$ cat src/rtl/fp_mul_booth_seq.sv
// ---------------------------------------------------------------------------
// fp_mul_booth_seq
//
// Iterative radix-4 Booth significand multiplier for the single-precision
// FP multiply path. It forms the exact 48-bit product {1,frc_X}*{1,frc_Y} and
// retires one Booth digit per clock. An opaque sideband tag travels with each
// operation, so the downstream normalize/round/exponent stages stay aligned.
//
// Ports
//   clk         clock; every state update happens on its rising edge
//   rst_n       synchronous active-low reset
//   flush       synchronous abort; any in-flight result is dropped
//   in_valid    operand pair is valid
//   in_ready    block can accept operands (combinational from out_ready)
//   frc_X       multiplicand fraction (hidden bit implied 1)
//   frc_Y       multiplier fraction (hidden bit implied 1)
//   in_tag      sideband, captured when operands are accepted
//   out_valid   frc_Z_full / out_tag hold a valid result
//   out_ready   downstream consumes the result
//   frc_Z_full  unsigned 2*(FRAC_W+1)-bit product
//   out_tag     tag captured with this operation
//   busy        high while digits are being accumulated
// ---------------------------------------------------------------------------
module fp_mul_booth_seq #(
  parameter int FRAC_W = 23,
  parameter int TAG_W  = 20
) (
  input  logic                   clk,
  input  logic                   rst_n,
  input  logic                   flush,
  input  logic                   in_valid,
  output logic                   in_ready,
  input  logic [FRAC_W-1:0]      frc_X,
  input  logic [FRAC_W-1:0]      frc_Y,
  input  logic [TAG_W-1:0]       in_tag,
  output logic                   out_valid,
  input  logic                   out_ready,
  output logic [2*FRAC_W+1:0]    frc_Z_full,
  output logic [TAG_W-1:0]       out_tag,
  output logic                   busy
);

  // Significand width including the hidden bit, and the product width.
  localparam int MW     = FRAC_W + 1;
  localparam int PROD_W = 2 * MW;
  // Unsigned multiplier needs one extra zero bit on top, hence MW+1 bits
  // split into radix-4 digits.
  localparam int NDIG   = (MW + 2) / 2;
  // Signed accumulator: two bits of headroom above the product.
  localparam int ACC_W  = PROD_W + 2;
  // Multiplier register: two zero bits, hidden bit, fraction, Booth guard.
  localparam int B_W    = MW + 3;
  localparam int CNT_W  = $clog2(NDIG + 1);

  typedef enum logic [1:0] {
    IDLE = 2'd0,
    BUSY = 2'd1,
    DONE = 2'd2
  } state_t;

  state_t             state_reg;
  logic [ACC_W-1:0]   acc_reg;
  logic [ACC_W-1:0]   a_reg;     // multiplicand, pre-shifted by 2k
  logic [B_W-1:0]     b_reg;     // multiplier, shifted so bits [2:0] are the current triplet
  logic [CNT_W-1:0]   cnt_reg;

  logic [ACC_W-1:0]   pp;
  logic [ACC_W-1:0]   acc_next;
  logic               accept;
  logic               last_digit;

  assign in_ready  = (state_reg == IDLE) || ((state_reg == DONE) && out_ready);
  assign out_valid = (state_reg == DONE);
  assign busy      = (state_reg == BUSY);
  assign accept    = in_valid && in_ready;
  assign last_digit = (cnt_reg == CNT_W'(NDIG - 1));

  // Booth recoding of triplet {b[2k+1], b[2k], b[2k-1]}. Negative digits
  // use two's complement of the (already shifted) multiplicand, so the
  // accumulator can temporarily go negative; it ends non-negative because
  // the multiplier's top digit is always positive.
  always_comb begin
    pp = '0;
    case (b_reg[2:0])
      3'b001, 3'b010: pp = a_reg;
      3'b011:         pp = a_reg << 1;
      3'b100:         pp = -(a_reg << 1);
      3'b101, 3'b110: pp = -a_reg;
      default:        pp = '0;
    endcase
  end

  assign acc_next = acc_reg + pp;

  always_ff @(posedge clk) begin
    if (!rst_n) begin
      state_reg  <= IDLE;
      acc_reg    <= '0;
      a_reg      <= '0;
      b_reg      <= '0;
      cnt_reg    <= '0;
      frc_Z_full <= '0;
      out_tag    <= '0;
    end else if (flush) begin
      // frc_Z_full deliberately keeps its last value; out_valid drops with
      // the state, which is all the downstream looks at.
      state_reg <= IDLE;
      acc_reg   <= '0;
      cnt_reg   <= '0;
    end else begin
      case (state_reg)
        BUSY: begin
          acc_reg <= acc_next;
          cnt_reg <= cnt_reg + 1'b1;
          a_reg   <= a_reg << 2;
          b_reg   <= b_reg >> 2;
          if (last_digit) begin
            state_reg  <= DONE;
            frc_Z_full <= acc_next[PROD_W-1:0];
            // Product of two significands never exceeds PROD_W bits.
            assert (acc_next[ACC_W-1:PROD_W] == '0);
          end
        end
        IDLE, DONE: begin
          // In DONE, accept implies out_ready, so the held result is
          // consumed on the same edge that the new operands are taken.
          if (accept) begin
            state_reg <= BUSY;
            acc_reg   <= '0;
            cnt_reg   <= '0;
            a_reg     <= {{(ACC_W-MW){1'b0}}, 1'b1, frc_X};
            b_reg     <= {2'b00, 1'b1, frc_Y, 1'b0};
            out_tag   <= in_tag;
          end else if ((state_reg == DONE) && out_ready) begin
            state_reg <= IDLE;
          end
        end
        default: state_reg <= IDLE;
      endcase
    end
  end

endmodule
$ cat config.mk
export PLATFORM = sky130hd
export DESIGN_NAME = fp_mul_booth_seq
export DESIGN_NICKNAME = d
export VERILOG_FILES = /design/src/rtl/fp_mul_booth_seq.sv
export SDC_FILE = /design/constraint.sdc
export NUM_CORES = 1
export LEC_CHECK = 0
export CAP_MARGIN = 20
export CELL_PAD_IN_SITES_DETAIL_PLACEMENT = 2
export CELL_PAD_IN_SITES_GLOBAL_PLACEMENT = 2
export CORE_ASPECT_RATIO = 1.25
export CORE_MARGIN = 4
export CORE_UTILIZATION = 36
export CTS_BUF_LIST = sky130_fd_sc_hd__clkbuf_16
export DETAILED_ROUTE_END_ITERATION = 7
export GPL_ROUTABILITY_DRIVEN = 0
export PLACE_DENSITY_LB_ADDON = 0.1
export SYNTH_ARGS = -nofsm -noshare
export SYNTH_HDL_FRONTEND = slang
export SYNTH_SLANG_ARGS = --single-unit
export TNS_END_PERCENT = 1
$ cat constraint.sdc
create_clock -name clk -period 13.9 [get_ports clk]
set_input_delay 2.78 -clock clk [delete_from_list [all_inputs] [get_ports clk]]
set_output_delay 2.78 -clock clk [all_outputs]
set_load 0.01 [all_outputs]
* Word level (Yosys, flattened, before mapping)
Index checks and enable logic that the tools add are counted.
Word-level totals: flip-flop bits (word level) 201, bits in latches 0, RAM bits 0, ROM bits 0, input port bits 71, output and inout port bits 71, memories kept 0
Operators by class: $add $sub $neg 4, multiply operators 0, divide/modulo/power cells 0, $lt $le $gt $ge 0, equal/unequal tests 12, shift-type cells 0, multiplexer cells 13, bitwise logic cells 2, reductions and logical operators 14
Operator list (count):
- $pmux W50 S2 | 2
- $pmux W50 S4 | 1
- $mux W50 | 2
- $neg A50 Y50 | 2
- $pmux W27 S2 | 1
- $add A50 B50 Y50 | 1
- $mux W27 | 1
- $eq A3 B3 Y1 const B | 3
- $reduce_and A3 Y1 | 3
- $pmux W4 S2 | 1
- $reduce_or A2 Y1 | 4
- $eq A3 B2 Y1 const B | 2
- $mux W2 | 3
- $add A4 B1 Y4 const B | 1
- $eq A4 B4 Y1 const B | 1
- $mux W4 | 1
- $pmux W2 S2 | 1
- $reduce_and A2 Y1 | 2
- $eq A3 B1 Y1 const B | 1
- $ne A3 B3 Y1 const B | 1
- $eq A2 B1 Y1 const B | 1
- $eq A2 B2 Y1 const B | 1
- $logic_and A1 B1 Y1 | 2
- $logic_not A2 Y1 | 1
- other kinds (5) | 6

* Longest topological paths before layout
Gate-level depths: netlist of the first run.
depth after elaboration 6, mapped depth 22, mapped depth without buffers 21

* Worst setup path before layout of the first run
Ideal clock, no wire load.
path type input port to output port, start point input port out_ready, end point output port in_ready, arrival 3.102 ns, required time 11.120 ns, setup slack 8.018 ns, stages 2, cell sequence inv_1 > a21oi_1
On the way: cells in the longest elaborated chain, start to end 2
Ends and longest elaborated chain:
- start: declaration | RTL line 37 | input logic out_ready,
- $logic_and A1 B1 Y1 | RTL line 72 | assign in_ready = (state_reg == IDLE) || ((state_reg == DONE) && out_ready);
- $logic_or A1 B1 Y1 | RTL line 72
- end: declaration | RTL line 32 | output logic in_ready,
No other way between the ends.

* Final worst setup path of the first run
Ends and elaborated chain as after synthesis.

==> flow_summary_export.csv, run 1 <==
group,metric,value,unit
logic_synthesis,syn-mean-instance-area,7.50,um2
finish,post-route-util,42.7,%
critical_path,startpoint,"out_ready",
logic_synthesis,synthDistinctLibCells,67,
critical_path,worst_setup_path_end_kind,"output pin",
logic_synthesis,seq_area_frac_synth,31.1,%
finish,area_delta_synth_final,17.2,%
power_and_ir_drop,power.density,92.2,nW/um2
logic_synthesis,synth_nets,1796,
logic_synthesis,synth_edf_count,0,
power_and_ir_drop,power,1.36,mW
clocking,cts_htree_levels,4,
floorplan,die_y,217,um
clocking,cts_hold_buffers,0,
clocking,cts_buffers,17,
hold_path,hp-class,"reg -> reg",
floorplan,dieArea,37900,um2
floorplan,die_x,175,um
routing,ant_nets,0,
critical_path,path_cells,"clkdlybuf4s50_1 > inv_1 > a21oi_1 > clkdlybuf4s50_1",
clocking,path_clk_slew,70,ps
critical_path,crit_arrival,4130,ps
placed_design,portBuffers,141,
clocking,clock_path_buffers,2,
routing,vias_per_cell,5.73,
critical_path,cp_top_family,"buffers and inverters",
clocking,cts_resized,0,
sta,worst_pin_slew,1160,ps
clocking,cts_sinks,195,
logic_synthesis,ys_warn_count,0,
hold_path,hp-start,"frc_Z_full[4]",
critical_path,critical_path.slowest_cell,"clkdlybuf4s50_1",
logic_synthesis,syn_area,12500,um2
global_route,grt_max_degree,95,
logic_synthesis,ys_ff_latch,195,
critical_path,r2r-start,"a_reg[0]",
clocking,tritoncts,"built",
sta,fmax,0.145,GHz
critical_path,crit_buf_inv,3,
routing,dr.pass1.iters,5,
sta,final.setup.tns,0,ps
sta,slew_headroom,22.4,%
global_route,grt.met3_usage,3.12,%
critical_path,crit_required,11120,ps
sta,worst_hold_slack,456,ps
routing,post-route-drc-count,0,
sta,report.final.slew_viol_count,0,
finish,final_nets,1827,
critical_path,cp_max_fo,3,
sta,skew,14.8,ps
critical_path,max_stage_delay,610,ps
critical_path,start_kind,"input pin",
routing,wl,45700,um
routing,wl_per_cell,20.9,um
sta,final.period_utilization,49.7,%
logic_synthesis,synth_flop_cell,"dfxtp_1",
routing,drtIter0Drc,548,
power_and_ir_drop,cellLeakagePower,5.28,nW
global_route,busiest_layer,"met2",
clocking,clk_latency,460,ps
power_and_ir_drop,ir_worst_vdd,0.0000628,V
logic_synthesis,ys_async_sr_fraction,0,%
sta,finalCriticalPeriod,6910,ps
global_route,grt_overflow,0,
clocking,clock-root-buffer,"clkbuf_16",
placed_design,place_hpwl,33000,um
floorplan,num_rows,76,
finish,drive_gt1_share,4.66,%
sta,finalHoldViolations,0,
finish,fillCellCount,4013,
global_route,gr-usage-all-layers,23.8,%
floorplan,io_pins,142,
floorplan,core,34400,um2
outcome,outcome,"completed",
global_route,grt_pass1_wl,73500,um
routing,vias,12500,
sta,rsz0062_at_grt,"false",
global_route,grt_pass1_vias,13300,
floorplan,initial_core_util,36.4,%
sta,setup-violations-final,0,
global_route,antenna_found_initial,0,
logic_synthesis,synth_cells,1674,
clocking,postCtsSetupBuffers,0,
critical_path,critPathKind,"in -> out",
critical_path,crit_path_frequent_cell,"clkdlybuf4s50_1",
run,maxCapViolCount,0,
global_route,grtUsageMet2,42.2,%
global_route,gr-usage-met1,30.9,%
## logic make-up after synthesis
kind of cell	share of synthesized area, %
AO/OA/AOI/OAI	25.0
multiplexers	4.13
flip-flops	31.1
adder cells (fa/ha/maj)	5.15
XOR/XNOR	7.82
buffers and inverters	5.17
AND/OR/NAND/NOR	21.6
## worst register-to-register path: stages (launching register included)
cell and delay (ps):
dfxtp_1 390, inv_1 130, ha_1 220, nor3b_1 370
nand2_1 300, or4_1 700, or4_1 550, or4_1 460
nand2_1 110, xnor2_1 150, a221oi_1 120, a21oi_1 330
ha_1 400, and3_1 280, and2_1 230, nand2_1 90
nor2_1 40, a21oi_1 140, o21ai_0 150, o41ai_1 620
nor4_1 110, a311o_1 330
## power by group
group	leakage [nW]	internal (mW)	switching, mW
logic	3.43	0.104	0.174
registers	1.58	0.573	0.0207
clock network	0.269	0.245	0.239
total	5.28	0.922	0.434
## final cells by class
| class | instances | area, um2 | area share (%) |
|---|---|---|---|
| Clock inverter | 15 | 118 | 0.800 |
| Timing Repair Buffer | 161 | 1570 | 10.7 |
| Inverter | 20 | 77.6 | 0.527 |
| Antenna cell | 1 | 2.50 | 0.0170 |
| Sequential cell | 195 | 3910 | 26.6 |
| Multi-Input combinational cell | 1310 | 8020 | 54.5 |
| Tap cell | 468 | 586 | 3.98 |
| Clock buffer | 17 | 425 | 2.89 |
## per-stage QoR
step           setup WS (ps)  std cells  area (um2)
2_1_floorplan           8020       1674       12500
3_3_place_gp            7020       2153       14100
3_5_place_dp            6960       2153       14100
4_1_cts                 6950       2185       14700
5_1_grt                 6900       2186       14700
6_report                6990       2187       14700
## Yosys cell counts (all sizes together), types with 4 or more instances
| library cell | instances | area (um2) |
|---|---|---|
| nand2 | 279 | 1050 |
| dfxtp | 195 | 3900 |
| a21oi | 162 | 811 |
| nor2 | 135 | 507 |
| clkbuf | 134 | 503 |
| o21ai | 85 | 425 |
| nand3 | 66 | 330 |
| xnor2 | 65 | 569 |
| a211oi | 56 | 420 |
| ha | 50 | 626 |
| xor2 | 47 | 412 |
| mux2i | 45 | 450 |
| a22oi | 35 | 263 |
| a21o | 33 | 248 |
| a221oi | 23 | 208 |
| a31oi | 22 | 138 |
| or3 | 21 | 141 |
| inv | 19 | 71.3 |
| nor3 | 19 | 95.1 |
| buf | 15 | 70.1 |
| nand2b | 15 | 93.8 |
| nand4 | 13 | 81.3 |
| or2 | 12 | 75.1 |
| o21bai | 11 | 82.6 |
| o221ai | 10 | 87.6 |
| nor4 | 9 | 62.6 |
| or4 | 9 | 71.3 |
| a22o | 8 | 70.1 |
| and3 | 8 | 50.1 |
| mux2 | 6 | 67.6 |
| o211ai | 6 | 45.0 |
| o21a | 6 | 45.0 |
| o31ai | 6 | 45.0 |
| and2 | 4 | 25.0 |
| and4 | 4 | 35.0 |
| nor3b | 4 | 30.0 |
## cell usage in the layout (no fill, tap or decap), types with 9 or more instances in the layout
cell / count
ha_1: 50
buf_4: 19
nand2b_1: 15
a21oi_1: 162
nand4_1: 13
a21o_1: 33
a211oi_1: 56
a31oi_1: 22
xnor2_1: 65
a221oi_1: 22
or2_2: 9
or3_1: 18
o221ai_1: 10
o21bai_1: 11
clkdlybuf4s50_1: 141
dfxtp_1: 193
nor2_1: 131
nor3_1: 17
o21ai_0: 84
xor2_1: 47
nand2_1: 279
clkbuf_16: 17
nand3_1: 66
a22oi_1: 35
mux2i_1: 45
inv_1: 20
## per-layer routing
metal,vias to the layer above,routed length [um]
met5,-,0
met4,0,576
met3,37,1450
met2,194,22800
li1,6015,-
met1,6277,20900
## worst paths after layout
check | end | slack [ps] | depth (start not counted)
setup / recovery | in_ready | 6990 | 4
hold / removal | frc_Z_full[4] | 460 | 2
setup reg to reg | frc_Z_full[46] | 7560 | 21
hold reg to reg | frc_Z_full[4] | 460 | 2
No activity file was read; power rests on OpenSTA's default activity.
==> run 2: changes to the inputs <==
CORE_UTILIZATION = 33   (was 36)
clock period = 6.95 ns   (was 13.9 ns; I/O delays follow)
==> run 2 against run 1 <==
Against the previous run: cell area is 0.66% higher; setup slack worse by 6200 ps; core utilization is 3.1 points lower; sequential power is 99% higher; flip-flop and latch count stayed put; non-clock buffer count is 5 higher; die area is 8.7% higher; critical path depth is 17 higher; combinational power is 100% higher; sequential share of layout area is 0.18 points lower.
==> flow_summary_export.csv, run 2 (synthesis gave the netlist of run 1 again) <==
group,metric,value,unit
global_route,gr-usage-all-layers,22.8,%
finish,area_delta_synth_final,18.0,%
hold_path,hp-class,"reg -> reg",
sta,worst_pin_slew,1050,ps
sta,slew_headroom,29.1,%
finish,layout_common_cells,"nand2_1 (279), dfxtp_1 (193), a21oi_1 (162), clkdlybuf4s50_1 (141), nor2_1 (131)",
critical_path,cp_max_fo,9,
finish,num_antenna_cells,0,
sta,finalHoldViolations,0,
power_and_ir_drop,power.density,188,nW/um2
power_and_ir_drop,cellLeakagePower,5.32,nW
placed_design,portBuffers,141,
finish,final_nets,1832,
clocking,cts_resized,0,
critical_path,critPathKind,"reg -> reg",
floorplan,num_rows,79,
global_route,grt_overflow,0,
global_route,antenna_found_initial,1,
routing,post-route-drc-count,0,
finish,final_common_cell,"nand2_1",
global_route,grt_pass1_vias,13500,
global_route,grt_max_degree,87,
sta,final.setup.tns,0,ps
critical_path,crit_required,7310,ps
routing,wl,47100,um
routing,dr.pass1.iters,5,
placed_design,dp_slack,791,ps
clocking,clk_latency,470,ps
sta,report.final.slew_viol_count,0,
power_and_ir_drop,ir_worst_vdd,0.000154,V
routing,vias_per_cell,5.70,
floorplan,dieArea,41200,um2
routing,vias,12600,
sta,setup_ws,826,ps
critical_path,worst_setup_path_end_kind,"flop",
run,maxCapViolCount,0,
clocking,clock_path_buffers,2,
floorplan,die_y,226,um
sta,final.period_utilization,88.1,%
floorplan,core,37400,um2
sta,rsz0062_at_grt,"false",
clocking,cts_buffers,17,
critical_path,start_kind,"flop",
finish,stdcell_count,2209,
floorplan,io_pins,142,
floorplan,initial_core_util,33.6,%
floorplan,die_x,182,um
finish,post-route-util,39.6,%
clocking,cts_hold_buffers,0,
placed_design,dp.cells,2176,
clocking,cts_sinks,195,
clocking,postCtsSetupBuffers,0,
routing,wl_per_cell,21.3,um
clocking,clock-root-buffer,"clkbuf_16",
routing,ant_nets,0,
outcome,outcome,"completed",
clocking,path_clk_slew,70,ps
sta,fmax,0.163,GHz
clocking,cts_htree_levels,4,
finish,finalInstanceArea,14800,um2
power_and_ir_drop,power,2.78,mW
finish,drive_gt1_share,5.17,%
sta,finalCriticalPeriod,6120,ps
critical_path,crit_arrival,6480,ps
routing,drtIter0Drc,455,
finish,fillCellCount,4331,
sta,setup-violations-final,0,
placed_design,place_hpwl,34100,um
placed_design,placed_cell_area,14200,um2
sta,worst_hold_slack,457,ps
critical_path,ff2ff_setup_slack,830,ps
global_route,grt_pass1_wl,75600,um
clocking,tritoncts,"built",
sta,skew,13.2,ps
[run 2: cell count changes in the layout (fill, tap and decap cells not counted), sizes merged]
cell,previous run,this run
clkinvlp,2,5
inv,23,24
clkinv,9,4
bufinv,1,2
buf,20,25
diode,1,0
[run 2: layout make-up]
cell class | count | area, um2 | share of cell area, %
clock buffers | 17 | 425 | 2.87
clock inverters | 15 | 158 | 1.06
inverters | 20 | 77.6 | 0.524
multi-input cells | 1310 | 8020 | 54.2
flip-flops and latches | 195 | 3910 | 26.4
well taps | 486 | 608 | 4.11
repair buffers | 166 | 1610 | 10.9
[run 2: final timing paths]
| check | from | cells past startpoint | end |
|---|---|---|---|
| worst max register to register | a_reg[0] | 21 | frc_Z_full[46] |
| worst min-delay path | frc_Z_full[17] | 2 | frc_Z_full[17] |
| worst min register to register | frc_Z_full[17] | 2 | frc_Z_full[17] |
| worst max-delay path | a_reg[0] | 21 | frc_Z_full[46] |
[run 2: routing by layer]
| layer | part of all wire (%) | GRT usage (%) | vias to the layer above |
|---|---|---|---|
| met5 | 0.028 | 0 | - |
| met1 | 45 | 28.4 | 6317 |
| met2 | 51 | 41.6 | 201 |
| met4 | 1.5 | 5.76 | 2 |
| met3 | 3.3 | 3.13 | 45 |
| li1 | - | - | 6018 |
[run 2: critical path: stages (launching register included)]
cell	delay, ps
dfxtp_1	360
inv_1	110
ha_1	230
nor3b_1	370
nand2_1	270
or4_1	690
or4_1	560
or4_1	470
nand2_1	110
xnor2_1	90
a221oi_1	300
a21oi_1	70
ha_1	420
and3_1	260
and2_1	210
nand2_1	80
nor2_1	40
a21oi_1	100
o21ai_0	150
o41ai_1	640
nor4_1	110
a311o_1	350
[run 2: power by group]
group	leakage (nW)	switching (mW)	internal (mW)
logic	3.46	0.353	0.208
registers	1.58	0.0384	1.15
clock network	0.275	0.499	0.534
==> run 3: changes to the inputs <==
CORE_UTILIZATION = 34   (was 33)
CTS_BUF_LIST = sky130_fd_sc_hd__clkbuf_4 sky130_fd_sc_hd__clkbuf_8   (was sky130_fd_sc_hd__clkbuf_16)
==> run 3 against run 2 <==
Against the previous run: first-iteration DRC count rose by 15%; core utilization rose by 0.65 points; clock-buffer cell count rose by 2; hold slack improved by 5.2 ps; sequential power barely moved; clock skew rose by 5.4 ps; critical path depth did not move; largest cell class unchanged.
==> flow_summary_export.csv, run 3 (synthesis gave the netlist of run 1 again) <==
group,metric,value,unit
floorplan,io_pins,142,
critical_path,reg2reg_depth,21,
critical_path,crit_required,7380,ps
clocking,clk_latency,530,ps
clocking,clock-root-buffer,"clkbuf_8",
global_route,antenna_found_initial,0,
hold_path,worst_hold_path.num_cells,2,
clocking,cts_sinks,195,
sta,setup_ws,765,ps
critical_path,r2r-start,"a_reg[0]",
placed_design,dp_slack,814,ps
critical_path,r2r-end,"frc_Z_full[46]",
routing,ant_nets,0,
critical_path,start_kind,"flop",
finish,stdcell_count,2205,
floorplan,num_rows,78,
floorplan,die_y,223,um
placed_design,place_hpwl,33900,um
sta,rsz0062_at_grt,"false",
global_route,gr-usage-all-layers,22.8,%
outcome,outcome,"completed",
hold_path,whs_endpoint,"frc_Z_full[16]",
sta,finalHoldViolations,0,
finish,final_nets,1834,
routing,post-route-drc-count,0,
routing,vias,12600,
routing,drtIter0Drc,521,
routing,wl_per_cell,21.2,um
power_and_ir_drop,ir_worst_vdd,0.0000931,V
clocking,cts_resized,0,
clocking,tritoncts,"built",
clocking,cts_hold_buffers,0,
finish,num_antenna_cells,0,
finish,post-route-util,40.3,%
sta,slew_headroom,30.1,%
floorplan,dieArea,40100,um2
critical_path,startpoint,"a_reg[0]",
floorplan,initial_core_util,34.5,%
sta,final.setup.tns,0,ps
sta,worst_pin_slew,1050,ps
clocking,path_clk_slew,110,ps
finish,final_common_cell,"nand2_1",
critical_path,worst_setup_path_end_kind,"flop",
routing,dr.pass1.iters,5,
hold_path,hp-start,"frc_Z_full[16]",
placed_design,portBuffers,141,
finish,drive_gt1_share,5.22,%
finish,layout_common_cells,"nand2_1 (279), dfxtp_1 (193), a21oi_1 (162), clkdlybuf4s50_1 (141), nor2_1 (133)",
global_route,grt_pass1_wl,74700,um
global_route,grt_max_degree,84,
clocking,cts_buffers,17,
clocking,postCtsSetupBuffers,0,
sta,fmax,0.162,GHz
power_and_ir_drop,power.density,179,nW/um2
routing,vias_per_cell,5.70,
sta,final.period_utilization,89.0,%
placed_design,dp.cells,2172,
clocking,cts_htree_levels,4,
sta,report.final.slew_viol_count,0,
critical_path,ff2ff_setup_slack,770,ps
power_and_ir_drop,cellLeakagePower,5.27,nW
hold_path,hp-class,"reg -> reg",
critical_path,critPathKind,"reg -> reg",
sta,setup-violations-final,0,
floorplan,core,36400,um2
routing,wl,46800,um
global_route,grt_pass1_vias,13400,
floorplan,die_x,180,um
clocking,clock_path_buffers,2,
global_route,grt_overflow,0,
run,maxCapViolCount,0,
critical_path,cp_max_fo,9,
sta,skew,18.6,ps
sta,worst_hold_slack,462,ps
critical_path,crit_arrival,6610,ps
finish,area_delta_synth_final,16.9,%
sta,finalCriticalPeriod,6180,ps
-- run 3: worst max path at each step --
| stage | end | slack, ps |
|---|---|---|
| 2_1_floorplan | frc_Z_full[46] | 1740 |
| 3_3_place_gp | frc_Z_full[46] | 1010 |
| 3_5_place_dp | frc_Z_full[46] | 810 |
| 4_1_cts | frc_Z_full[46] | 780 |
| 5_1_grt | frc_Z_full[46] | 300 |
| 6_report | frc_Z_full[46] | 770 |
-- run 3: worst max-delay path: stages (launching register included) --
cell      delay (ps)
dfxtp_1          380
inv_1            110
ha_1             230
nor3b_1          380
nand2_1          280
or4_1            710
or4_1            580
or4_1            470
nand2_1          110
xnor2_1           90
a221oi_1         300
a21oi_1           70
ha_1             420
and3_1           270
and2_1           220
nand2_1           80
nor2_1            50
a21oi_1          100
o21ai_0          160
o41ai_1          640
nor4_1            90
a311o_1          340
-- run 3: final cells by class --
type                            count  area [um2]
Timing Repair Buffer              168        1610
Multi-Input combinational cell   1310        8020
Inverter                           20        77.6
Clock buffer                       19         255
Fill cell                        4171       21700
Clock inverter                     13         193
Sequential cell                   195        3910
Tap cell                          480         601
-- run 3: report_power, final --
| group | switching (mW) | internal (mW) |
|---|---|---|
| registers | 0.0421 | 1.15 |
| logic | 0.350 | 0.209 |
| clock network | 0.472 | 0.411 |
| total | 0.864 | 1.77 |
-- run 3: through the flow --
step | instance area (um2) | total power [mW]
2_1_floorplan | 12500 | 1.56
3_3_place_gp | 14200 | 1.75
3_5_place_dp | 14200 | 1.77
4_1_cts | 14700 | 2.67
5_1_grt | 14700 | 2.76
6_report | 14700 | 2.63
-- run 3: per-layer routing --
metal	wire length (um)	vias to the layer above	share of wire (%)	global-route usage, %
met5	0	-	0	0
met4	1030	0	2.2	6.39
met1	21300	6288	46	28.9
met3	1590	54	3.4	3.80
met2	22900	212	49	40.1
li1	-	6023	-	-
